`src/rtl/matvec_sequencer_pkg.sv`:
```
// Shared types and default sizing for the matrix-vector sequencer.
// The accumulator width derivation covers COLS full-width products.
package matvec_sequencer_pkg;

  typedef enum logic [1:0] {
    ST_IDLE   = 2'd0,
    ST_WAIT   = 2'd1,
    ST_RUN    = 2'd2,
    ST_FINISH = 2'd3
  } state_t;

  localparam int DEF_DATA_WIDTH = 8;
  localparam int DEF_ROWS       = 8;
  localparam int DEF_COLS       = 8;

  // At least product width plus log2(COLS) of growth, never below 3 bytes of data width.
  function automatic int acc_width_for(input int data_width, input int cols);
    int need;
    need = 2 * data_width + $clog2(cols);
    return (need > 3 * data_width) ? need : 3 * data_width;
  endfunction

  localparam int DEF_ACC_WIDTH = acc_width_for(DEF_DATA_WIDTH, DEF_COLS);

endpackage

```
`src/rtl/matvec_sequencer_mac_unit.sv`:
```
// One multiply-accumulate lane: unsigned product, zero-extended, wraps modulo 2^ACC_WIDTH.
// clr has priority over en so a new product always starts from zero.
module mac_unit
  import matvec_sequencer_pkg::*;
#(
  parameter int DATA_WIDTH = DEF_DATA_WIDTH,
  parameter int ACC_WIDTH  = DEF_ACC_WIDTH
) (
  input  logic                  clk,
  input  logic                  rst_n,
  input  logic                  clr,
  input  logic                  en,
  input  logic [DATA_WIDTH-1:0] a,
  input  logic [DATA_WIDTH-1:0] b,
  output logic [ACC_WIDTH-1:0]  acc
);

  logic [2*DATA_WIDTH-1:0] prod;
  logic [ACC_WIDTH-1:0]    acc_r;

  assign prod = a * b;

  // accumulator register
  always_ff @(posedge clk or negedge rst_n) begin
    if (!rst_n) begin
      acc_r <= '0;
    end else if (clr) begin
      acc_r <= '0;
    end else if (en) begin
      acc_r <= acc_r + ACC_WIDTH'(prod);
    end else begin
      acc_r <= acc_r;
    end
  end

  assign acc = acc_r;

endmodule

```
`src/rtl/matvec_sequencer.sv`:
```
// Sequences FIFO reads for C = A*B on a diagonally skewed row of MAC lanes.
// B flows down a register chain so row i pairs A[i][k] with B[k] i cycles later.
module matvec_sequencer
  import matvec_sequencer_pkg::*;
#(
  parameter int DATA_WIDTH = DEF_DATA_WIDTH,
  parameter int ROWS       = DEF_ROWS,
  parameter int COLS       = DEF_COLS,
  parameter int ACC_WIDTH  = DEF_ACC_WIDTH
) (
  input  logic                                 clk,
  input  logic                                 rst_n,
  input  logic                                 start,
  input  logic [ROWS-1:0][DATA_WIDTH-1:0]      a_q,
  input  logic [ROWS-1:0]                      a_rdempty,
  output logic [ROWS-1:0]                      a_rdreq,
  input  logic [DATA_WIDTH-1:0]                b_q,
  input  logic                                 b_rdempty,
  output logic                                 b_rdreq,
  output logic [ROWS-1:0][ACC_WIDTH-1:0]       c_out,
  output logic                                 busy,
  output logic                                 done,
  output logic                                 err
);

  localparam int RUN_LAST = ROWS + COLS - 1;
  localparam int CNT_W    = $clog2(ROWS + COLS);

  state_t                            state_r;
  state_t                            state_nxt;
  logic [CNT_W-1:0]                  cnt_r;
  logic [CNT_W-1:0]                  run_cycle;
  logic                              all_ready;
  logic                              accept;
  logic                              go;
  logic                              run_active;
  logic                              rd_fault;
  logic                              busy_r;
  logic                              done_r;
  logic                              err_r;
  logic [ROWS-1:0]                   vld_r;
  logic [ROWS-1:1][DATA_WIDTH-1:0]   b_chain_r;
  logic [ROWS-1:0][DATA_WIDTH-1:0]   b_tap;
  logic [ROWS-1:0][ACC_WIDTH-1:0]    acc;

  assign all_ready = ~b_rdempty & ~(|a_rdempty);

  // state register
  always_ff @(posedge clk or negedge rst_n) begin
    if (!rst_n) begin
      state_r <= ST_IDLE;
    end else begin
      state_r <= state_nxt;
    end
  end

  // next state; the WAIT cycle that sees all FIFOs ready is already RUN cycle 0
  always_comb begin
    state_nxt = state_r;
    accept    = 1'b0;
    go        = 1'b0;
    case (state_r)
      ST_IDLE: begin
        if (start) begin
          accept    = 1'b1;
          state_nxt = ST_WAIT;
        end else begin
          state_nxt = ST_IDLE;
        end
      end
      ST_WAIT: begin
        if (all_ready) begin
          go        = 1'b1;
          state_nxt = ST_RUN;
        end else begin
          state_nxt = ST_WAIT;
        end
      end
      ST_RUN: begin
        if (cnt_r == CNT_W'(RUN_LAST)) begin
          state_nxt = ST_FINISH;
        end else begin
          state_nxt = ST_RUN;
        end
      end
      ST_FINISH: begin
        state_nxt = ST_IDLE;
      end
      default: begin
        state_nxt = ST_IDLE;
      end
    endcase
  end

  assign run_active = go | (state_r == ST_RUN);
  assign run_cycle  = go ? '0 : cnt_r;

  // read request windows: B on cycles 0..COLS-1, row i skewed by i
  always_comb begin
    a_rdreq = '0;
    b_rdreq = run_active & (run_cycle < CNT_W'(COLS));
    for (int i = 0; i < ROWS; i++) begin
      a_rdreq[i] = run_active
                 & (run_cycle >= CNT_W'(i))
                 & (run_cycle <  CNT_W'(i + COLS));
    end
  end

  assign rd_fault = (b_rdreq & b_rdempty) | (|(a_rdreq & a_rdempty));

  // RUN cycle counter; RUN state is entered at cycle 1
  always_ff @(posedge clk or negedge rst_n) begin
    if (!rst_n) begin
      cnt_r <= '0;
    end else if (go) begin
      cnt_r <= CNT_W'(1);
    end else if (state_r == ST_RUN) begin
      cnt_r <= cnt_r + CNT_W'(1);
    end else begin
      cnt_r <= '0;
    end
  end

  // status flags
  always_ff @(posedge clk or negedge rst_n) begin
    if (!rst_n) begin
      busy_r <= 1'b0;
      done_r <= 1'b0;
      err_r  <= 1'b0;
    end else begin
      busy_r <= (state_nxt != ST_IDLE);
      done_r <= (state_nxt == ST_FINISH);
      if (accept) begin
        err_r <= 1'b0;
      end else if (rd_fault) begin
        err_r <= 1'b1;
      end else begin
        err_r <= err_r;
      end
    end
  end

  assign busy = busy_r;
  assign done = done_r;
  assign err  = err_r;

  // valid and B delay chains; a read issued on cycle n yields data on cycle n+1
  always_ff @(posedge clk or negedge rst_n) begin
    if (!rst_n) begin
      vld_r     <= '0;
      b_chain_r <= '0;
    end else begin
      vld_r[0] <= b_rdreq;
      for (int j = 1; j < ROWS; j++) begin
        vld_r[j] <= vld_r[j-1];
      end
      b_chain_r[1] <= b_q;
      for (int j = 2; j < ROWS; j++) begin
        b_chain_r[j] <= b_chain_r[j-1];
      end
    end
  end

  // B value aligned to each row's A data
  always_comb begin
    b_tap    = '0;
    b_tap[0] = b_q;
    for (int j = 1; j < ROWS; j++) begin
      b_tap[j] = b_chain_r[j];
    end
  end

  for (genvar i = 0; i < ROWS; i++) begin : g_mac
    mac_unit #(
      .DATA_WIDTH (DATA_WIDTH),
      .ACC_WIDTH  (ACC_WIDTH)
    ) u_mac (
      .clk   (clk),
      .rst_n (rst_n),
      .clr   (accept),
      .en    (vld_r[i]),
      .a     (a_q[i]),
      .b     (b_tap[i]),
      .acc   (acc[i])
    );
  end

  assign c_out = acc;

endmodule
```
`config.mk`:
```
export PLATFORM = sky130hd
export DESIGN_NAME = matvec_sequencer
export DESIGN_NICKNAME = d
export VERILOG_FILES = /design/src/rtl/matvec_sequencer_pkg.sv /design/src/rtl/matvec_sequencer_mac_unit.sv /design/src/rtl/matvec_sequencer.sv
export SDC_FILE = /design/constraint.sdc
export NUM_CORES = 2
export LEC_CHECK = 0
export ABC_AREA = 1
export ABC_CLOCK_PERIOD_IN_PS = 4800
export BUFFER_PORTS_ARGS = -buffer_cell sky130_fd_sc_hd__buf_2
export CAP_MARGIN = 20
export CORE_MARGIN = 3
export CORE_UTILIZATION = 62
export CTS_CLUSTER_SIZE = 14
export DETAILED_ROUTE_END_ITERATION = 8
export PLACE_DENSITY = 0.83
export REMOVE_ABC_BUFFERS = 1
export SYNTH_ARGS = -nofsm -noshare
export SYNTH_HDL_FRONTEND = slang
export SYNTH_SLANG_ARGS = --single-unit
```
`constraint.sdc`:
```
create_clock -name clk -period 4.8 [get_ports clk]
set_input_delay 0 -clock clk [delete_from_list [all_inputs] [get_ports clk]]
set_output_delay 0 -clock clk [all_outputs]
set_load 0.02 [all_outputs]
```
==> results_dict.tcl <==
set metrics [dict create \
    antenna_found_initial 9 \
    critPathRequiredTime_ns 5.24 \
    clock-root-buffer "clkbuf_16" \
    cpMaxStageDelayCell "fa_1" \
    wl_per_cell_microns 15.9 \
    grt.overflow.total 0 \
    vias 27267 \
    p_leak_nw 21.9 \
    p_int_w 0.00713 \
    drv_slew 0 \
    pwr-share-seq_pct 18.9 \
    rr_endpoint "g_mac[7].u_mac.acc[17]" \
    final_util_pct 69.8 \
    period_needed_ns 4.49 \
    die_area_sq_um 54700 \
    start_util_pct 63.4 \
    hold_violations 0 \
    drt_iter0_drc 1715 \
    syn_to_final_growth_pct 9.94 \
    synth_edf_count 0 \
    gp_congestion 0.952 \
    yosysMostFrequentCell "inv_1" \
    dr.pass1.iters 6 \
    max_freq_ghz 0.223 \
    htreeDepth 2 \
    setup_viol 0 \
    ff2ff_path_depth 18 \
    regToRegStartpoint "b_chain_r[48]" \
    grt_pass1_wl_microns 135000 \
    fin_crit_sh_pct 93.5 \
    irDropWorstVdd_uv 315 \
    ys_ff_latch 265 \
    clk_path_buf_depth 3 \
    slew_headroom_pct 42.7 \
    grt_pass1_vias 27891 \
    die_w_microns 234 \
    syn_inst 4200 \
    rows 82 \
    die_h_microns 234 \
    cp_cell_sequence "nand2_1 -> fa_1 -> inv_1 -> fa_1 -> inv_1 -> fa_1 -> fa_1 -> inv_1 -> ha_1 -> a21oi_1 -> nand2_1 -> a21oi_2 -> inv_1 -> nand2_1 -> nand2_1 -> a21oi_1 -> and2_1 -> o21ai_1" \
    syn_area_per_cell_sq_um 7.67 \
    yosysUniqueCellTypes 54 \
    drc 0 \
    io-pin-count 288 \
    routed_wl_microns 81400 \
    synth_warnings 0 \
    yosysSeqAreaShare_pct 20.6 \
    end_kind "register" \
    postRouteAntennaNets 0 \
    syn_area_sq_um 32200 \
    setup_tns_ns 0 \
    crit_start "b_chain_r[48]" \
    nets 5214 \
    crit_path_end "g_mac[7].u_mac.acc[17]" \
    regToRegSetupSlack_ns 0.31 \
    critical_path_arrival_ns 4.92 \
    start_kind "register" \
    swShare_pct 48.4 \
    power_w 0.0138 \
    rsz0062_at_grt "false" \
    vias_per_cell 5.34 \
    critPathMaxFanout 8 \
    fin_skew_ns 0.0214 \
    clk_transition_reported_paths_ns 0.06 \
    clkPwrFrac_pct 19.7 \
    grt_usage_pct 30.6 \
    cts_buffers 34 \
    nFillCells 3989 \
    hp-class "in -> reg" \
    synth_commonest_cells "1193 x inv_1, 909 x nand2_1, 400 x fa_1" \
    dp_hpwl_microns 63400 \
    postCtsSetupBuffers 0 \
    clock_latency_ns 0.56 \
    cts_sinks 265 \
    status "finished clean" \
    core_area_sq_um 50800 \
    synthArstFlopShare_pct 100 \
    grt_start_max_net_pins 100 \
    switchingPower_w 0.00668 \
    synth_largest_area_cell "fa_1" \
    synth_top_area_share_pct 24.9 \
    synth-main-ff-cell "dfrtp_1" \
    max_stage_delay_ns 0.59 \
    tritoncts "done" \
    max_slew.worst_pin.slew_ns 0.859 \
    io_buffers 287 \
    p_comb_share_pct 61.4 \
    crit_type "reg -> reg" \
    synth_top_cells_by_area "fa_1 25%, dfrtp_1 21%, inv_1 14%" \
    drive_above_1_share_pct 9.24 \
    drv_cap 0 \
    p_per_area_nw_per_um2 390 \
]
-- metal layers --
metal	GRT usage (%)	vias to the layer above	routed length [microns]
li1	-	12888	-
met1	37.7	13058	31100
met2	52.2	1084	39900
met3	6.79	227	6940
met4	12.7	10	3330
met5	0	-	69
-- flip-flops by register name, summed over array words and instances, names as in the netlist --
register / cells
g_mac.u_mac.acc: 192
b_chain_r: 56
vld_r: 8
cnt_r: 4
state_r: 2
busy: 1
done: 1
err: 1
-- placed cells by master, fill, tap and decap left out, types with 35 or more instances in the layout --
cell	count
inv_1	1193
nand2_1	909
fa_1	400
ha_1	329
buf_2	286
dfrtp_1	259
nor2_1	211
a21oi_1	197
nand3_1	160
o21ai_0	155
clkbuf_16	35
-- repair_timing --
item                                    in CTS  in global routing
resized for setup                            0                  6
hold buffers                                24                  0
endpoints found under the hold margin      115                  0
endpoints found under the setup margin       0                 11
-- area by class of cell --
cell class | instances | area (sq um) | area share, %
Antenna cell | 5 | 12.5 | 0.0353
Clock inverter | 17 | 209 | 0.590
Multi-Input combinational cell | 2570 | 20400 | 57.7
Inverter | 1206 | 4530 | 12.8
Clock buffer | 43 | 956 | 2.70
Sequential cell | 265 | 6640 | 18.7
Timing Repair Buffer | 324 | 1800 | 5.07
Tap cell | 672 | 841 | 2.37
-- worst max-delay path, delay by kind of cell, from the launching register on --
family	cells	cell delay, ns
fa+ha+maj	5	2.46
simple gates	5	0.51
buf+inv	4	0.23
flops	1	0.48
compound gates	4	0.68
-- worst min path at each step --
stage | from | end | slack [ns] | cells past startpoint
after floorplan | rst_n | b_chain_r[0] | -0.30 | 0
after global placement | rst_n | g_mac[6].u_mac.acc[4] | 0.08 | 1
after detailed placement | rst_n | g_mac[6].u_mac.acc[3] | 0.09 | 1
after CTS | a_q[40] | g_mac[5].u_mac.acc[0] | 0.002 | 6
after global routing | a_q[56] | g_mac[7].u_mac.acc[0] | 0.05 | 6
final | a_q[40] | g_mac[5].u_mac.acc[0] | 0.03 | 6
-- per-stage QoR --
step | cell area, sq um | hold slack [ns] | setup WS [ns] | std cells
2_1_floorplan | 31600 | -0.296 | 0.751 | 4041
3_3_place_gp | 34000 | 0.0810 | 0.332 | 5013
3_5_place_dp | 34000 | 0.0873 | 0.204 | 5013
4_1_cts | 35400 | 0.00178 | 0.192 | 5097
5_1_grt | 35400 | 0.0466 | 0.0355 | 5098
6_report | 35400 | 0.0286 | 0.313 | 5102
-- power groups by stage --
stage               logic [W]  clock network, W  registers, W
finish                0.00848           0.00273       0.00261
CTS                   0.00841           0.00277       0.00261
floorplan             0.00616                 0       0.00276
detailed placement    0.00828                 0       0.00264
global placement      0.00802                 0       0.00264
global route          0.00974           0.00285       0.00263
-- kinds of logic after synthesis --
group / after synthesis / synth area share, %
adder cells (fa/ha/maj): 729 / 37.6
flip-flops: 265 / 20.6
AND/OR/NAND/NOR: 1341 / 16.9
AO/OA/AOI/OAI: 491 / 8.62
buffers and inverters: 1365 / 16.0
XOR/XNOR: 9 / 0.245
No activity file was read; power rests on OpenSTA's default activity.
